File: config.mk
export PLATFORM = sky130hd
export DESIGN_NAME = bcd_serial_addsub
export DESIGN_NICKNAME = d
export VERILOG_FILES = /design/src/rtl/bcd_serial_addsub.sv
export SDC_FILE = /design/constraint.sdc
export NUM_CORES = 1
export LEC_CHECK = 0
export CAP_MARGIN = 5
export CORE_AREA = 2 2 106 108
export DETAILED_ROUTE_END_ITERATION = 6
export DIE_AREA = 0 0 108 110
export GPL_TIMING_DRIVEN = 1
export PLACE_DENSITY = 0.47
export SLEW_MARGIN = 20
export SYNTH_ARGS = -nofsm -noshare
export SYNTH_HDL_FRONTEND = slang
export SYNTH_SLANG_ARGS = --single-unit
File: constraint.sdc
create_clock -name clk -period 3.3 [get_ports clk]
set_clock_uncertainty 0.15 [all_clocks]
set_input_delay 0.495 -clock clk [delete_from_list [all_inputs] [get_ports clk]]
set_output_delay 0.495 -clock clk [all_outputs]
set_load 0.05 [all_outputs]
File: src/rtl/bcd_serial_addsub.sv
`default_nettype none
// ============================================================================
// Module   : bcd_serial_addsub
// Purpose  : Digit-serial packed-BCD adder/subtractor, one digit per clock,
//            LSD first, with start/busy/done handshake and invalid-digit flag.
// Revision : 1.0 - initial release
// ============================================================================
module bcd_serial_addsub #(
  parameter int DIGITS = 4,
  parameter int CNT_W  = $clog2(DIGITS + 1)
) (
  input  logic                  clk,
  input  logic                  rst_n,
  input  logic                  start,
  input  logic                  sub,
  input  logic [4*DIGITS-1:0]   a,
  input  logic [4*DIGITS-1:0]   b,
  input  logic                  cin,
  output logic                  busy,
  output logic                  done,
  output logic [4*DIGITS-1:0]   result,
  output logic                  cout,
  output logic                  err
);

  localparam int c_w = 4 * DIGITS;
  localparam logic [CNT_W-1:0] c_last = CNT_W'(DIGITS - 1);

  typedef enum logic [1:0] {
    S_IDLE = 2'd0,
    S_RUN  = 2'd1,
    S_DONE = 2'd2
  } state_t;

  state_t           r_state;
  logic [c_w-1:0]   r_a;
  logic [c_w-1:0]   r_b;
  logic             r_sub;
  logic             r_carry;
  logic [CNT_W-1:0] r_cnt;
  logic [c_w-1:0]   r_result;
  logic             r_cout;
  logic             r_err;
  logic             r_busy;
  logic             r_done;

  logic [3:0]       w_bd;
  logic [4:0]       w_t;
  logic             w_gt9;
  logic [3:0]       w_digit;
  logic [c_w-1:0]   w_res_ins;
  logic             w_err_in;
  logic             w_last;

  // Operands shift right each RUN cycle, so the current digit is always [3:0].
  assign w_bd    = r_sub ? (4'd9 - r_b[3:0]) : r_b[3:0];
  assign w_t     = {1'b0, r_a[3:0]} + {1'b0, w_bd} + {4'b0, r_carry};
  assign w_gt9   = (w_t > 5'd9);
  assign w_digit = w_gt9 ? (w_t[3:0] + 4'd6) : w_t[3:0];
  assign w_last  = (r_cnt == c_last);

  generate
    if (DIGITS == 1) begin : g_one_digit
      assign w_res_ins = w_digit;
    end else begin : g_multi_digit
      assign w_res_ins = {w_digit, r_result[c_w-1:4]};
    end
  endgenerate

  always_comb begin
    w_err_in = 1'b0;
    for (int i = 0; i < DIGITS; i++) begin
      if ((a[4*i +: 4] > 4'd9) || (b[4*i +: 4] > 4'd9)) w_err_in = 1'b1;
    end
  end

  always_ff @(posedge clk or negedge rst_n) begin
    if (!rst_n) begin
      r_state  <= S_IDLE;
      r_a      <= '0;
      r_b      <= '0;
      r_sub    <= 1'b0;
      r_carry  <= 1'b0;
      r_cnt    <= '0;
      r_result <= '0;
      r_cout   <= 1'b0;
      r_err    <= 1'b0;
      r_busy   <= 1'b0;
      r_done   <= 1'b0;
    end else begin
      r_done <= 1'b0;
      case (r_state)
        S_IDLE, S_DONE: begin
          if (start) begin
            r_a      <= a;
            r_b      <= b;
            r_sub    <= sub;
            r_carry  <= sub ? ~cin : cin;
            r_result <= '0;
            r_cnt    <= '0;
            r_err    <= w_err_in;
            r_busy   <= 1'b1;
            r_state  <= S_RUN;
          end else begin
            r_state <= S_IDLE;
          end
        end
        S_RUN: begin
          r_a     <= r_a >> 4;
          r_b     <= r_b >> 4;
          r_carry <= w_gt9;
          r_cnt   <= r_cnt + CNT_W'(1);
          if (w_last) begin
            // An invalid input digit makes the whole result meaningless: zero it.
            r_result <= r_err ? '0 : w_res_ins;
            r_cout   <= r_err ? 1'b0 : w_gt9;
            r_busy   <= 1'b0;
            r_done   <= 1'b1;
            r_state  <= S_DONE;
          end else begin
            r_result <= w_res_ins;
          end
        end
        default: r_state <= S_IDLE;
      endcase
    end
  end

  assign busy   = r_busy;
  assign done   = r_done;
  assign result = r_result;
  assign cout   = r_cout;
  assign err    = r_err;

endmodule
`default_nettype wire

==> impl_metrics.toml <==
[status]
outcome = "finished clean"

[pwr]
comb_power_share_pct = 55.0
power_mw = 3.95
leakage_nw = 1.60
vdd_ir_drop_max_mv = 0.580
share_of_power_burned_in_the_clock_network_pct = 14.4
pwr_density_cell_nw_per_um2 = 1120
power.switching_mw = 1.71
internal_power_mw = 2.24
sequentialPowerShare_pct = 30.6
switching_share_pct = 43.2

[setup_path]
rr_startpoint = "r_sub"
r2r_setup_slack_ns = 0.28
category_of_the_critical_setup_timing_path = "reg2reg"
r2r_cells = 10
path_max_fanout = 5
regToRegEndpoint = "result[13]"
cp.arrival_ns = 3.08
worst_ep_required_time_ns = 3.37
startpoint_class = "flop"
endpoint_kind_of_the_worst_setup_timing_path = "flop"

[yosys]
synth.top_cells.by_count = "59 x sky130_fd_sc_hd__dfrtp_1, 55 x sky130_fd_sc_hd__nand2_1, 23 x sky130_fd_sc_hd__a22oi_1"
synth.area.top_cells = "sky130_fd_sc_hd__dfrtp_1 56%, sky130_fd_sc_hd__nand2_1 7.9%, sky130_fd_sc_hd__a22o_1 7.0%"
synth_sequential_area_ratio_pct = 56.4
syn-cell-area_sq_um = 2620
synth-edff-count = 0
synthesis.yosys.warnings = 0
synth.ff_latch_count = 59
net_count_after_synthesis = 293
syn-instance-count = 247
synth-main-ff-cell = "sky130_fd_sc_hd__dfrtp_1"
synth.top_cell.area_share_pct = 56.4
asyncSetResetFlopFracSynth_pct = 100
synth_cell_type_count = 33
yosysMostFrequentCell = "sky130_fd_sc_hd__dfrtp_1"
post_synth.cell_area_avg_sq_um = 10.6
synth_area_leader_cell = "sky130_fd_sc_hd__dfrtp_1"

[timing]
setup_viol = 0
final-hold-violation-count = 0
final_hold_slack_ns = 0.00715
timing.max_slew.rel_slack_pct = 50.4
tightest_slew_ns = 0.740
rsz_0062_raised_after_global_routing = "no"
setup_tns_ns = 0
final_min_period_over_clock_period_pct = 91.5
final.min_clock_period_ns = 3.02
slew_viol_final = 0
fmax_mhz = 331
finalWorstSetupSlack_ns = 0.280

[floorplan]
design.core.area_sq_um = 10700
dieWidth_um = 108
io_pins = 57
dieHeight_um = 110
start_util_pct = 24.5
fp.dieArea_sq_um = 11900
std_cell_rows = 38

[cts]
cts_root_buf = "sky130_fd_sc_hd__clkbuf_8"
cts_post_setup_buffers_inserted = 0
tritoncts = "done"
tritoncts_sinks = 59
cts.reportedPaths.clkPinSlew_ns = 0.06
holdBufCountCts = 0
insertion_delay_ns = 0.33
cts_resized = 0
clock_path_buffers = 2
clock_tree.htree_level_count = 3
tritoncts.num_buffers = 9

[grt]
grt_pass1_vias = 1935
overflow = 0
grt_use_total_pct = 11.1
grt_pass1_wl_um = 10200
largest_net_degree_at_the_start_of_global_routing = 42
grt_antenna_before_repair = 0

[routing]
routed-via-count = 2020
drt-initial-drc-count = 65
drt_pass1_iterations = 4
drt-met1-wl_um = 2870
route.detailed.wl_per_inst_um = 13.7
met3WireLength_um = 426
wl_met2_um = 2830
drc_errors = 0
wirelength_um = 6160
dr.max_layer_used = "met4"
avgViaCountPerCell = 4.50
antenna_violating_nets_post_route = 0

[finish]
flow.area_growth_from_synthesis_pct = 34.9
finalNetCount = 352
design_area_sq_um = 3530
drive_gt1_share_pct = 9.06
layout.filler_cells = 1118
antenna_cells = 0

[placement]
place_congestion = 0.778
place_area_sq_um = 3370
place_hpwl_um = 4300
pre_cts_setup_slack_ns = 0.295
buffer_ports.inserted = 56

[hold_path]
min-delay-path-class = "in2async"

[job]
maxCapViolCount = 0
==> power by group through the flow <==
stage	Sequential (mW)	Combinational, mW	Clock, mW
CTS	1.21	2.20	0.598
floorplan	1.49	1.27	0
detailed placement	1.23	2.19	0
global route	1.25	2.42	0.633
global placement	1.22	2.16	0
finish	1.21	2.17	0.568
==> through the flow <==
stage	utilization (%)	instances
4_1_cts	33.0	449
5_1_grt	33.0	449
2_1_floorplan	-	247
6_report	33.0	449
3_5_place_dp	31.5	435
3_3_place_gp	31.5	435
==> metal layers <==
layer	global-route usage (%)	up-vias
met1	15.0	959
li1	-	995
met2	16.6	64
met5	0	-
met4	2.75	0
met3	4.41	2
==> final cells by class <==
class / instances / area, sq um / area share, %
clock inverters: 3 / 15.0 / 0.425
clock buffers: 11 / 151 / 4.29
well taps: 140 / 175 / 4.96
flip-flops and latches: 59 / 1480 / 41.8
repair buffers: 62 / 613 / 17.4
multi-input cells: 165 / 1070 / 30.2
inverters: 9 / 33.8 / 0.956
==> worst max-delay path by stage <==
stage,from,endpoint,slack (ns),cells after the start
floorplan,r_sub,result[13],0.55,10
finish,r_sub,result[13],0.28,10
CTS,r_sub,result[13],0.28,10
global placement,r_sub,result[13],0.41,10
global route,r_sub,result[13],0.08,10
detailed placement,r_sub,result[13],0.30,10
==> worst max-delay path, stage by stage (launching register included) <==
cell and delay (ns):
sky130_fd_sc_hd__dfrtp_1 0.42, sky130_fd_sc_hd__xnor2_1 0.21, sky130_fd_sc_hd__fa_1 0.22, sky130_fd_sc_hd__inv_1 0.06
sky130_fd_sc_hd__fa_1 0.41, sky130_fd_sc_hd__xnor2_1 0.28, sky130_fd_sc_hd__ha_1 0.24, sky130_fd_sc_hd__a22oi_1 0.12
sky130_fd_sc_hd__and3_4 0.22, sky130_fd_sc_hd__or3_1 0.34, sky130_fd_sc_hd__a32o_1 0.24
==> state kept, by name (all words and copies together), names as in the netlist <==
signal / flops
busy: 1
cout: 1
done: 1
err: 1
r_a: 16
r_b: 16
r_carry: 1
r_cnt: 3
r_state: 2
r_sub: 1
result: 16
==> cell families (layout without fill, tap and decap cells) <==
family	Yosys count	count (layout)	synth area share (%)
simple gates	79	79	13.1
compound gates	72	72	20.5
flops	59	59	56.4
buf+inv	23	85	3.30
fa+ha+maj	9	9	4.88
xor+xnor	4	4	1.34
mux	1	1	0.430
==> placed cells by master (no fill, tap or decap), types with 5 or more instances in the layout <==
cell type / n
sky130_fd_sc_hd__a22o_1: 21
sky130_fd_sc_hd__inv_1: 9
sky130_fd_sc_hd__buf_4: 5
sky130_fd_sc_hd__clkdlybuf4s50_1: 55
sky130_fd_sc_hd__clkbuf_8: 11
sky130_fd_sc_hd__nand2_1: 55
sky130_fd_sc_hd__ha_1: 7
sky130_fd_sc_hd__o21ai_0: 15
sky130_fd_sc_hd__nor2_1: 6
sky130_fd_sc_hd__a22oi_1: 23
sky130_fd_sc_hd__dfrtp_1: 59
No activity file was read; power rests on OpenSTA's default activity.
==> edit: new RTL, same flow settings <==
The parameter `DIGITS` goes from 4 to 2.
--- a/src/rtl/bcd_serial_addsub.sv
+++ b/src/rtl/bcd_serial_addsub.sv
@@ -6,7 +6,7 @@
 // Revision : 1.0 - initial release
 // ============================================================================
 module bcd_serial_addsub #(
-  parameter int DIGITS = 4,
+  parameter int DIGITS = 2,
   parameter int CNT_W  = $clog2(DIGITS + 1)
 ) (
   input  logic                  clk,
Interface: changed (resized a, b and result); port bits go from 57 to 33. The function was not compared with the original's and may differ.
==> edit against the original RTL <==
- clock power down 50%
- sequential cell count down 25
- core utilization shrank 13 points
- setup slack improved by 67 ps
- cell area fell by 38%
- power down 38%
- non-clock buffer count decreased by 26
- synthesized area down 39%
- die area stayed put
- combinational power fell by 32%
- routed wire length is 37% lower
- critical path depth is the same
- critical endpoint is now result[5]
- largest power group unchanged
==> edit: results (changes against the original RTL) <==
| Metric | Value |
|---|---|
| PortBufs | `32 (-43%)` |
| Vias per cell | `3.76 (-17%)` |
| Status | `finished clean` |
| Final net count | `216 (-39%)` |
| Xor/xnor share of the synthesized area | `0.0218 (+0.00846)` |
| Place WS | `383 ps (+87.1 ps)` |
| Layout cells sized above 1 | `0.0749 (-0.0157)` |
| Layout area overhead | `36.1%` |
| Hpwl dp | `2900 um (-32%)` |
| LEAKAGE | `0.947 nW (-41%)` |
| Total GRT Usage | `0.0725 (-0.0382)` |
| First-pass GRT wire length | `6560 um (-36%)` |
| Synth cell types | `33 (unchanged)` |
| Tightest Pin Transition | `840 ps (+100 ps)` |
| Largest net degree at the start of global routing | `35 (-17%)` |
| Synth area leaders | `dfrtp_1, a22o_1, nand2_1` |
| Critical path arrival | `2970 ps (-110 ps)` |
| Worst hold path class | `flip-flop to flip-flop` |
| Post-Route WL | `3860 um (-37%)` |
| Non-filler instance count after layout | `327 (-27%)` |
| Clock latency on the worst-skew pair | `280 ps (-50 ps)` |
| Compound-cell area share of the yosys netlist | `0.198 (-0.00694)` |
| Detailed Route Iter0 Violations | `33 (-49%)` |
| Placed instance count | `320 (-26%)` |
| Mux cell area share after synthesis | `0.00702 (+0.00272)` |
| Post-synthesis sequential area ratio | `0.530 (-0.0336)` |
| Placed Area | `2110 um2 (-37%)` |
| Total number of H-tree levels | `2 (-1)` |
| Max VDD drop | `0.370 mV (-36%)` |
| Syn nets | `179 (-39%)` |
| Synthesized-area fraction occupied by adder cells | `0.0718 (+0.0230)` |
| Inserted Clock Buffers | `5 (-4)` |
| Synth cell count leaders | `dfrtp_1, nand2_1, a22o_1` |
| Vias in the first global route | `1266 (-35%)` |
| Fill cells | `1204 (+7.7%)` |
[edit: cell count changes in the layout (fill, tap and decap cells not counted), sizes merged, moves of 3 or more]
cell / before / now
o21ai: 15 / 11
a22oi: 23 / 7
clkdlybuf4s50: 55 / 32
buf: 7 / 4
nand2: 55 / 23
dfrtp: 59 / 34
a22o: 21 / 12
clkinv: 3 / 0
clkbuf: 11 / 7
[edit: critical path, cell delays in order, from the launching register on]
cell and delay, ps:
dfrtp_1 420, xnor2_1 210, fa_1 230, inv_1 60, fa_1 410, xnor2_1 280
ha_1 240, a22oi_1 110, and3_4 180, or3_1 300, a32o_1 250
[edit: final timing paths]
kind | start | to | slack, ps | cells past startpoint
max in group asynchronous | rst_n | r_cnt[0] | 2210 | 2
worst max register to register | r_sub | result[5] | 350 | 10
worst max-delay path | r_sub | result[5] | 350 | 10
min in group asynchronous | rst_n | r_b[7] | 480 | 2
worst min register to register | r_cnt[1] | r_cnt[1] | 330 | 2
worst min-delay path | r_cnt[1] | r_cnt[1] | 330 | 2
[edit: where the power goes]
| group | internal (W) | switching, W |
|---|---|---|
| sequential | 0.000595 | 0.000118 |
| clock | 0.000145 | 0.000139 |
| combinational | 0.000637 | 0.000834 |
[edit: per-layer routing]
| layer | part of all wire | vias up | GRT usage |
|---|---|---|---|
| met5 | 0 | - | 0 |
| met4 | 0.021 | 0 | 0.0339 |
| met3 | 0.052 | 7 | 0.0223 |
| met2 | 0.40 | 29 | 0.103 |
| met1 | 0.52 | 583 | 0.0997 |
| li1 | - | 609 | - |
[edit: area by class of cell]
| class | count | share of cell area |
|---|---|---|
| Clock buffer | 7 | 0.0350 |
| Inverter | 9 | 0.0155 |
| Multi-Input combinational cell | 101 | 0.319 |
| Sequential cell | 34 | 0.390 |
| Tap cell | 140 | 0.0802 |
| Timing Repair Buffer | 36 | 0.160 |
